==> config.mk <==
export PLATFORM = sky130hd
export DESIGN_NAME = syn_av_mm_arb
export DESIGN_NICKNAME = d
export VERILOG_FILES = /design/src/rtl/syn_av_mm_arb.sv
export SDC_FILE = /design/constraint.sdc
export NUM_CORES = 1
export LEC_CHECK = 0
export ABC_AREA = 1
export ABC_CLOCK_PERIOD_IN_PS = 3300
export BUFFER_PORTS_ARGS = -buffer_cell sky130_fd_sc_hd__buf_2
export CAP_MARGIN = 20
export CORE_ASPECT_RATIO = 1.2
export CORE_MARGIN = 5
export CORE_UTILIZATION = 40
export DETAILED_ROUTE_END_ITERATION = 12
export GPL_TIMING_DRIVEN = 0
export PLACE_DENSITY_LB_ADDON = 0.1
export SLEW_MARGIN = 20
export SYNTH_ARGS = -nofsm -noshare
export SYNTH_HDL_FRONTEND = slang
export SYNTH_SLANG_ARGS = --single-unit
==> constraint.sdc <==
create_clock -name av_clk -period 3.3 [get_ports av_clk]
set_clock_uncertainty 0.15 [all_clocks]
set_input_delay 0.33 -clock av_clk [delete_from_list [all_inputs] [get_ports av_clk]]
set_output_delay 0.33 -clock av_clk [all_outputs]
set_load 0.01 [all_outputs]
==> src/rtl/syn_av_mm_arb.sv <==
// Round-robin arbiter that shares one no-waitrequest Avalon MM slave between NUM_MST requesters.
// Read responses return in order; a tag FIFO routes each response back to the requester that issued the read.
module syn_av_mm_arb #(
   parameter int NUM_MST = 3,
   parameter int ADDR_W  = 12,
   parameter int DATA_W  = 32,
   parameter int MAX_RD  = 4
) (
   input  logic                        av_clk,
   input  logic                        av_rst,
   input  logic [NUM_MST-1:0]          mst_read,
   input  logic [NUM_MST-1:0]          mst_write,
   input  logic [NUM_MST*ADDR_W-1:0]   mst_addr,
   input  logic [NUM_MST*DATA_W-1:0]   mst_write_data,
   output logic [NUM_MST-1:0]          mst_ack,
   output logic [DATA_W-1:0]           mst_read_data,
   output logic [NUM_MST-1:0]          mst_rd_data_valid,
   output logic                        av_read,
   output logic                        av_write,
   output logic [ADDR_W-1:0]           av_addr,
   output logic [DATA_W-1:0]           av_write_data,
   input  logic [DATA_W-1:0]           av_read_data,
   input  logic                        av_rd_data_valid,
   output logic                        rd_underflow_err
);

   localparam int ID_W  = (NUM_MST > 1) ? $clog2(NUM_MST) : 1;
   localparam int PTR_W = (MAX_RD > 1) ? $clog2(MAX_RD) : 1;
   localparam int CNT_W = PTR_W + 1;
   localparam logic [CNT_W-1:0] RD_LIM = CNT_W'(MAX_RD);

   logic [NUM_MST-1:0] req_p0;
   logic [NUM_MST-1:0] elig_p0;
   logic [NUM_MST-1:0] grant_oh_p0;
   logic               found_p0;
   logic               sel_wr_p0;
   logic [ID_W-1:0]    win_p0;
   logic [ADDR_W-1:0]  sel_addr_p0;
   logic [DATA_W-1:0]  sel_wdata_p0;

   logic               rd_ok;
   logic               push;
   logic               pop;
   logic [ID_W-1:0]    last_grant;
   logic [ID_W-1:0]    tag_mem [MAX_RD];
   logic [PTR_W-1:0]   wr_ptr;
   logic [PTR_W-1:0]   rd_ptr;
   logic [CNT_W-1:0]   rd_count;
   logic [NUM_MST-1:0] head_oh;

   // A response popping this cycle frees a slot, so a read may issue even when the FIFO is full.
   assign rd_ok   = (rd_count < RD_LIM) || av_rd_data_valid;
   assign req_p0  = (mst_read | mst_write) & ~mst_ack;
   assign elig_p0 = req_p0 & (mst_write | {NUM_MST{rd_ok}});

   always_comb begin
      found_p0     = 1'b0;
      sel_wr_p0    = 1'b0;
      win_p0       = '0;
      grant_oh_p0  = '0;
      sel_addr_p0  = '0;
      sel_wdata_p0 = '0;
      for (int k = 1; k <= NUM_MST; k++) begin
         for (int i = 0; i < NUM_MST; i++) begin
            if (!found_p0 && elig_p0[i] && (i == (int'(last_grant) + k) % NUM_MST)) begin
               found_p0       = 1'b1;
               win_p0         = ID_W'(i);
               grant_oh_p0[i] = 1'b1;
               sel_wr_p0      = mst_write[i];
               sel_addr_p0    = mst_addr[i*ADDR_W +: ADDR_W];
               sel_wdata_p0   = mst_write_data[i*DATA_W +: DATA_W];
            end
         end
      end
   end

   assign push = found_p0 & ~sel_wr_p0;
   assign pop  = av_rd_data_valid & (rd_count != '0);

   always_comb begin
      head_oh = '0;
      for (int i = 0; i < NUM_MST; i++)
         head_oh[i] = (tag_mem[rd_ptr] == ID_W'(i));
   end

   always_ff @(posedge av_clk) begin
      if (push)
         tag_mem[wr_ptr] <= win_p0;
   end

   always_ff @(posedge av_clk or posedge av_rst) begin
      if (av_rst) begin
         mst_ack           <= '0;
         mst_read_data     <= '0;
         mst_rd_data_valid <= '0;
         av_read           <= 1'b0;
         av_write          <= 1'b0;
         av_addr           <= '0;
         av_write_data     <= '0;
         rd_underflow_err  <= 1'b0;
         last_grant        <= ID_W'(NUM_MST - 1);
         wr_ptr            <= '0;
         rd_ptr            <= '0;
         rd_count          <= '0;
      end else begin
         // issue stage: register the winner onto the slave port
         av_read  <= push;
         av_write <= found_p0 & sel_wr_p0;
         mst_ack  <= grant_oh_p0;
         if (found_p0) begin
            av_addr       <= sel_addr_p0;
            av_write_data <= sel_wdata_p0;
            last_grant    <= win_p0;
         end
         if (push)
            wr_ptr <= wr_ptr + PTR_W'(1);

         // return stage: route the slave response to the tagged requester
         mst_rd_data_valid <= pop ? head_oh : '0;
         if (pop) begin
            mst_read_data <= av_read_data;
            rd_ptr        <= rd_ptr + PTR_W'(1);
         end
         if (av_rd_data_valid && (rd_count == '0))
            rd_underflow_err <= 1'b1;

         case ({push, pop})
            2'b10:   rd_count <= rd_count + CNT_W'(1);
            2'b01:   rd_count <= rd_count - CNT_W'(1);
            default: rd_count <= rd_count;
         endcase
      end
   end

endmodule

==> results of run 1 <==
worst reg2reg max path, cell delays in order, from the launching register on:
cell     delay [ns]
dfstp_2        0.55
ha_1           0.25
nand3_2        0.11
nand2_1        0.11
inv_1          0.08
o21ai_2        0.09
nor2_8         0.15
nand3_4        0.11
nor2_4         0.14
nand3_2        0.13
nand3_4        0.13
ha_1           0.15
inv_1          0.07
fa_1           0.37
a21oi_1        0.14
o21ai_0        0.11
xor2_1         0.16
through the flow:
| step | TNS, ns | total power [mW] | util | setup WS (ns) | std cells |
|---|---|---|---|---|---|
| final | 0 | 8.55 | 0.523 | 0.191 | 1542 |
| after global placement | -102.49 | 7.30 | 0.498 | -1.11 | 1518 |
| after detailed placement | -0.194 | 7.36 | 0.500 | -0.0980 | 1519 |
| after CTS | 0 | 8.49 | 0.519 | 0.00212 | 1536 |
| after global routing | 0 | 9.40 | 0.523 | 0.0248 | 1542 |
| after floorplan | 0 | 5.69 | - | 0.307 | 1045 |
repair_timing:
item | 4_1_cts | 5_1_grt
hold buffers | 1 | 0
pin swaps | 0 | 2
hold endpoints to repair | 25 | 0
gates resized for setup | 3 | 11
endpoints found under the setup margin | 2 | 2
setup buffers | 0 | 3
worst paths after layout:
| check | slack, ns | end | cells past startpoint |
|---|---|---|---|
| min in group asynchronous | 0.34 | mst_rd_data_valid[0] | 3 |
| min reg2reg | 0.32 | rd_underflow_err | 1 |
| max reg2reg | 0.19 | rd_count[2] | 16 |
| min | 0.01 | mst_read_data[14] | 3 |
| max | 0.19 | rd_count[2] | 16 |
| max in group asynchronous | 2.04 | mst_read_data[22] | 4 |
report_power, final:
group	leakage [nW]	switching (mW)	internal, mW
combinational	3.28	3.35	1.90
clock	0.141	0.554	0.531
sequential	1.22	0.287	1.94
cells by family after synthesis:
family / Yosys count
adder cells (fa/ha/maj): 8
flip-flops: 102
AND/OR/NAND/NOR: 727
AO/OA/AOI/OAI: 69
buffers and inverters: 136
XOR/XNOR: 3
area by class of cell:
type / instances / area, um2 / share of cell area
antenna: 3 / 7.51 / 0.000855
clock inverter: 7 / 67.6 / 0.00769
timing repair buffer: 262 / 1350 / 0.153
multi-input combinational: 807 / 3710 / 0.422
tap: 216 / 270 / 0.0308
inverter: 87 / 333 / 0.0379
clock buffer: 9 / 225 / 0.0256
buffer: 49 / 233 / 0.0265
sequential: 102 / 2590 / 0.295
routing by layer:
layer,global-route usage,part of all wire
met1,0.303,0.41
met2,0.393,0.48
met3,0.0531,0.082
met4,0.0785,0.027
met5,0,0.0014
sequential cells by signal (all words and copies together) (netlist names):
| name | count |
|---|---|
| wr_ptr | 2 |
| mst_rd_data_valid | 3 |
| mst_ack | 3 |
| av_read | 1 |
| rd_ptr | 2 |
| av_addr | 12 |
| rd_count | 3 |
| last_grant | 2 |
| av_write | 1 |
| tag_mem | 8 |
| rd_underflow_err | 1 |
| mst_read_data | 32 |
| av_write_data | 32 |
cells in the final DEF, fill, tap and decap left out, drive strengths merged, types with 2 or more instances in the layout:
cell type	netlist	layout
nand2	383	383
ha	7	7
diode	0	3
clkinv	3	6
o2111ai	37	37
edfxtp	8	8
dfrtp	93	93
xor2	2	2
a21oi	6	6
nor2	207	207
nor3	2	2
o21bai	3	3
inv	84	87
clkbuf	18	27
buf	31	292
nand4	6	6
nand3	128	128
o211ai	8	8
o21ai	13	13
==> impl_metrics.toml, run 1 <==
[clock_network]
clock_latency_ns = 0.35
htree_levels = 3
cts.clk_slew.worst_paths_ns = 0.08
cts-root-buf = "clkbuf_16"
cts_tree = "built"
cts_sinks = 102
cts-buffers-inserted = 9
clockBufferDepth = 2

[synthesis]
synthesis.nets = 1226
synth_top_area_frac = 0.342
muxShareOfSynthArea = 0
synth_edf_count = 8
ys_warn_count = 0
synth_flop_cell = "dfrtp_1"
ys_top_cells_by_count = "nand2_1, nor2_1, nand3_1"
synth_top_area_cell = "dfrtp_1"
yosys.area_share.simple = 0.440
yosysMostFrequentCell = "nand2_1"
synth_adder_area_share = 0.0158
synth_top_family_by_area = "simple AND/OR/NAND/NOR gates"
synth-xor-area-share = 0.00386
yosys-top-cells-area = "dfrtp_1, nand2_1, nor2_1"
synthArstFlopShare = 0.922
synth_area_um2 = 6800
ys_types = 33
synth-seq-cells = 102
synth_cells = 1045
syn_area_per_cell_um2 = 6.51
ys_seq_area_frac = 0.381
synth-compound-area-share = 0.0771

[critical_path]
crit_chain = "ha_1 -> nand3_2 -> nand2_1 -> inv_1 -> o21ai_2 -> nor2_8 -> nand3_4 -> nor2_4 -> nand3_2 -> nand3_4 -> ha_1 -> inv_1 -> fa_1 -> a21oi_1 -> o21ai_0 -> xor2_1"
path_delay_family = "simple AND/OR/NAND/NOR gates"
path_class = "register to register"
crit_path_start = "last_grant[1]"
startpoint_type = "register"
cp_slowest_cell = "dfstp_2"
cpPeakStageDelay_ns = 0.55
crit_buf_inv = 2
cp.required_ns = 3.38
timing.rr.start = "last_grant[1]"
worstPathArrival_ns = 3.19
crit_fanout = 5
cp-end-kind = "register"

[hold_path]
min_path_type = "input port to register"
hp-start = "av_read_data[14]"

[floorplanning]
initial_core_util = 0.405
coreArea_um2 = 16800
core.rowCount = 52
dieHeight_um = 153
io_pins = 258
die_x_um = 129
die_area_um2 = 19700

[global_routing]
grt_pass1_vias = 7519
grt_pass1_wl_um = 37800
grt_antenna_before_repair = 6
grtUsageTotal = 0.237
grt_max_degree = 69
overflow = 0

[detailed_routing]
final_antenna_net_count = 0
drt_iter0_markers = 544
vias = 7801
drcViolationCount = 0
wl_per_cell_um = 15.5
viasPerCell = 5.06
first_pass_iters = 7
wl_um = 23800

[sta]
worstMarginPinSlew_ns = 0.916
slew_viol_final = 0
finalSetupViolCount = 0
max-slew-margin-rel = 0.383
fin_hold_ws_ns = 0.0109
period_share = 0.942
finalHoldViolCount = 0
max_freq_mhz = 322
fin_crit_ns = 3.11
rsz0062_at_grt = "false"

[finish]
final_nets = 1499
syn2layout_area_growth_pct = 29.2
drive_gt1_frac = 0.253
fillers = 1757
fin_area_um2 = 8780

[run]
max-cap-violations = 0

[place]
port_buffers = 257
dpl_cell_area_um2 = 8390
dp_hpwl_um = 18000
place_congestion = 0.892

[pwr]
p_leak_nw = 4.64
p_per_area_nw_per_um2 = 974
peakVddDrop_uv = 474

[status]
outcome = "finished clean"
Power figures use the tool's default switching activity.
==> inputs of run 2 (changes only) <==
- CTS_CLUSTER_SIZE: not set -> 30
- REMOVE_ABC_BUFFERS: not set -> 1
==> run 2 against run 1 <==
  * Cell count down 1.9%
  * Die area unchanged
  * Largest power group unchanged
  * Critical path type unchanged
  * Sequential share of layout area down 0.43 points
  * Total power up 2.9%
  * Global-route usage up 0.89 points
  * Combinational power up 4.6%
  * Sequential power about the same
  * Cell area up 1.5%
  * Sequential cell count unchanged
  * Highest routed layer unchanged
  * Worst hold slack better by 0.0086 ns
  * First-iteration DRC count down 25%
  * Fmax down 0.75%
==> impl_metrics.toml, run 2 (synthesis results as in run 1) <==
[status]
outcome = "finished clean"

[clock_network]
htree_levels = 3
clockBufferDepth = 2
clock_latency_ns = 0.36
cts-buffers-inserted = 9
cts-root-buf = "clkbuf_16"
cts_sinks = 102
cts_tree = "built"
cts.clk_slew.worst_paths_ns = 0.07

[critical_path]
worstPathArrival_ns = 3.22
startpoint_type = "register"
worstRegToRegCells = 16
worstReg2RegEnd = "rd_count[2]"
timing.rr.start = "last_grant[1]"
path_class = "register to register"
crit_fanout = 5
cp-end-kind = "register"
cp.required_ns = 3.38
r2r_slack_ns = 0.17

[floorplanning]
initial_core_util = 0.405
die_x_um = 129
dieHeight_um = 153
io_pins = 258
die_area_um2 = 19700
coreArea_um2 = 16800
core.rowCount = 52

[detailed_routing]
drt_iter0_markers = 409
vias = 7638
viasPerCell = 5.05
first_pass_iters = 4
wl_per_cell_um = 16.3
final_antenna_net_count = 0
drcViolationCount = 0
wl_um = 24700

[place]
placed_cells = 1476
place_congestion = 0.822
dpl_cell_area_um2 = 8370
dp_hpwl_um = 16300
port_buffers = 257

[sta]
period_share = 0.949
finalHoldViolCount = 0
rsz0062_at_grt = "false"
fin_crit_ns = 3.13
slew_viol_final = 0
finalSetupTns_ns = 0
worstMarginPinSlew_ns = 0.959
max-slew-margin-rel = 0.360
max_freq_mhz = 319
finalSetupViolCount = 0

[finish]
fin_cells = 1512
final_core_util = 0.531
largest_registers = "av_write_data: 32 flops, mst_read_data: 32 flops, av_addr: 12 flops"
layout_common_cells = "nand2_1, buf_2, nor2_1, nand3_1, dfrtp_1"
final_nets = 1470
layout_commonest_cell = "nand2_1"
fin_area_um2 = 8910
syn2layout_area_growth_pct = 31.1
fillers = 1758
drive_gt1_frac = 0.266

[hold_path]
hold_depth = 3
min_path_type = "input port to register"
holdPathEnd = "mst_read_data[13]"
hp-start = "av_read_data[13]"

[pwr]
peakVddDrop_uv = 506
p_leak_nw = 4.62
power.total_mw = 8.80
p_per_area_nw_per_um2 = 987

[global_routing]
grt_antenna_before_repair = 3
grtUsageTotal = 0.246
grt_pass1_vias = 7252
overflow = 0
grt_max_degree = 55
grt_pass1_wl_um = 38500

[run]
max-cap-violations = 0
## run 2: changes by cell type in the layout (fill, tap and decap cells not counted), moves of 3 or more
cell      previous run  this run
nor2_1             197       193
nand3_4              3         6
clkbuf_1            17         0
buf_4                7        11
nand2_1            381       377
buf_1                6         0
nor2_4               2         9
buf_16               1         6
buf_2              277       257
nand2_2              2         5
## run 2: power by group
group,switching (mW),internal [mW]
clock,0.541,0.546
sequential,0.292,1.94
combinational,3.50,1.99
## run 2: worst max-delay path by stage
stage	slack, ns	cells after the start	to	from
after global routing	0.002	15	rd_count[1]	last_grant[0]
after detailed placement	-0.91	15	rd_count[1]	last_grant[1]
after global placement	-3.71	15	rd_count[1]	last_grant[1]
after CTS	0.006	16	rd_count[1]	last_grant[1]
final	0.17	16	rd_count[2]	last_grant[1]
after floorplan	-1.41	15	rd_count[1]	last_grant[1]
## run 2: final cells by class
cell class	count	area, um2	share of cell area
clock buffer	10	239	0.0268
tap	216	270	0.0303
sequential	102	2590	0.291
clock inverter	6	53.8	0.00604
antenna	2	5.00	0.000561
timing repair buffer	276	1560	0.175
inverter	87	340	0.0382
multi-input combinational	813	3850	0.432
## run 2: what timing repair did
item	CTS	global route
resized for setup	14	16
pin swaps	4	3
hold endpoints to repair	53	0
setup buffers	3	9
hold buffers	1	0
gates cloned	6	0
setup endpoints to repair	63	9
## run 2: metrics by stage
stage                     hold WS [ns]  setup slack, ns
after floorplan                  0.287            -1.41
after global placement           0.306            -3.71
after detailed placement         0.286           -0.912
after CTS                      0.00958          0.00613
after global routing            0.0157          0.00187
final                           0.0195            0.168
## run 2: critical path: stages (launching register included)
cell and delay (ns):
dfstp_2 0.54, ha_2 0.29, nand3_4 0.13, nand2_4 0.08
inv_1 0.07, o21ai_2 0.09, nor2_8 0.13, nand3_2 0.15
nor2_4 0.16, nand3_2 0.14, nand3_4 0.15, ha_1 0.15
inv_1 0.07, fa_2 0.34, a21oi_1 0.14, o21ai_1 0.09
xor2_1 0.15
## run 2: metal layers
metal | up-vias | wire length, um | part of all wire | global-route usage
met5 | - | 13 | 0.00053 | 0
met4 | 2 | 549 | 0.022 | 0.0820
met3 | 36 | 2190 | 0.089 | 0.0660
met2 | 290 | 11500 | 0.47 | 0.396
met1 | 3472 | 10400 | 0.42 | 0.318
li1 | 3838 | - | - | -
==> inputs of run 3 (changes only) <==
==> constraint.sdc (replaced) <==
create_clock -name av_clk -period 3.3 [get_ports av_clk]
set_clock_uncertainty 0.15 [all_clocks]
set_input_delay 0.165 -clock av_clk [delete_from_list [all_inputs] [get_ports av_clk]]
set_output_delay 0.165 -clock av_clk [all_outputs]
set_load 0.01 [all_outputs]
==> run 3 against run 2 <==
  * Core utilization up 6.6 points
  * Via count up 7.0%
  * Sequential power is essentially flat
==> impl_metrics.toml, run 3 (synthesis results as in run 1) <==
[floorplanning]
coreArea_um2 = 16800
io_pins = 258
core.rowCount = 52
initial_core_util = 0.405
die_area_um2 = 19700
die_x_um = 129
dieHeight_um = 153

[clock_network]
cts-root-buf = "clkbuf_16"
cts_tree = "built"
htree_levels = 3
cts_sinks = 102
cts-buffers-inserted = 9
clock_latency_ns = 0.36
cts.clk_slew.worst_paths_ns = 0.09
clockBufferDepth = 2

[detailed_routing]
final_antenna_net_count = 0
first_pass_iters = 5
drcViolationCount = 0
vias = 8173
wl_per_cell_um = 15.9
viasPerCell = 5.04
wl_um = 25800
drt_iter0_markers = 403

[place]
dp_hpwl_um = 16300
pre_cts_slack_ns = -0.912
place_congestion = 0.822
port_buffers = 257

[global_routing]
grt_pass1_wl_um = 40700
overflow = 0
grt_antenna_before_repair = 1
grt_pass1_vias = 7958
grtUsageTotal = 0.257
grt_max_degree = 55

[finish]
syn2layout_area_growth_pct = 47.5
layout_commonest_cell = "nand2_1"
final_nets = 1582
largest_registers = "av_write_data: 32 flops, mst_read_data: 32 flops, av_addr: 12 flops"
final_core_util = 0.597
n_antenna_cell = 0
layout_common_cells = "nand2_1, buf_2, nor2_1, nand3_1, dlygate4sd3_1"
drive_gt1_frac = 0.245

[pwr]
p_per_area_nw_per_um2 = 889
p_leak_nw = 5.09
peakVddDrop_uv = 484

[sta]
worstMarginPinSlew_ns = 0.957
finalHoldViolCount = 0
rsz0062_at_grt = "false"
fin_crit_ns = 3.13
period_share = 0.947
fin_ws_ns = 0.174
max-slew-margin-rel = 0.361
max_freq_mhz = 320
slew_viol_final = 0
finalSetupViolCount = 0

[hold_path]
hp-start = "mst_write_data[58]"
min_path_type = "input port to register"

[critical_path]
timing.rr.start = "last_grant[1]"
cp-end-kind = "register"
crit_fanout = 5
cp.required_ns = 3.39
path_class = "register to register"
worstPathArrival_ns = 3.21
crit_path_start = "last_grant[1]"
startpoint_type = "register"

[run]
max-cap-violations = 0

[status]
outcome = "finished clean"
[run 3: area by class of cell]
type	count	area [um2]
well taps	216	270
clock buffers	10	239
inverters	87	340
flip-flops and latches	102	2590
fillers	1604	6760
clock inverters	6	53.8
repair buffers	388	2680
multi-input cells	813	3850
[run 3: metrics by stage]
| stage | cells | hold WS (ns) | area [um2] | power [mW] | setup TNS, ns |
|---|---|---|---|---|---|
| global route | 1622 | 0.00743 | 10000 | 9.76 | 0 |
| finish | 1622 | 0.00703 | 10000 | 8.92 | 0 |
| floorplan | 996 | 0.125 | 6580 | 5.51 | -38.70 |
| detailed placement | 1476 | 0.121 | 8370 | 7.40 | -7.72 |
| CTS | 1614 | 0.000285 | 9940 | 8.82 | 0 |
| global placement | 1469 | 0.210 | 8130 | 7.13 | -285.35 |
[run 3: final timing paths]
check / to / slack (ns) / cells after the start
worst min-delay path: av_write_data[26] / 0.007 / 5
worst max register to register: rd_count[2] / 0.17 / 16
min in group asynchronous: av_write_data[10] / 0.28 / 3
worst min register to register: rd_count[0] / 0.32 / 1
max in group asynchronous: last_grant[1] / 2.07 / 4
worst max-delay path: rd_count[2] / 0.17 / 16
[run 3: power breakdown]
part / switching [mW] / internal (mW) / total (mW)
registers: 0.291 / 1.94 / 2.23
logic: 3.53 / 2.07 / 5.60
clock network: 0.546 / 0.546 / 1.09
[run 3: what timing repair did]
action | 4_1_cts | 5_1_grt
resized for setup | 14 | 16
pin swaps | 4 | 3
endpoints found under the setup margin | 63 | 9
hold buffers | 113 | 0
buffers inserted | 3 | 9
cloned | 6 | 0
endpoints found under the hold margin | 129 | 0
[run 3: critical path: stages, from the launching register on]
cell and delay [ns]:
dfstp_2 0.54, ha_2 0.29, nand3_4 0.13, nand2_4 0.08
inv_1 0.07, o21ai_2 0.09, nor2_8 0.13, nand3_2 0.15
nor2_4 0.17, nand3_2 0.14, nand3_4 0.15, ha_1 0.15
inv_1 0.07, fa_2 0.34, a21oi_1 0.14, o21ai_1 0.09
xor2_1 0.15
[run 3: per-layer routing]
| layer | wire, um | track usage | vias to the layer above |
|---|---|---|---|
| li1 | - | - | 4061 |
| met1 | 10800 | 0.329 | 3742 |
| met2 | 12400 | 0.434 | 319 |
| met3 | 2040 | 0.0538 | 49 |
| met4 | 590 | 0.0810 | 2 |
| met5 | 13 | 0 | - |
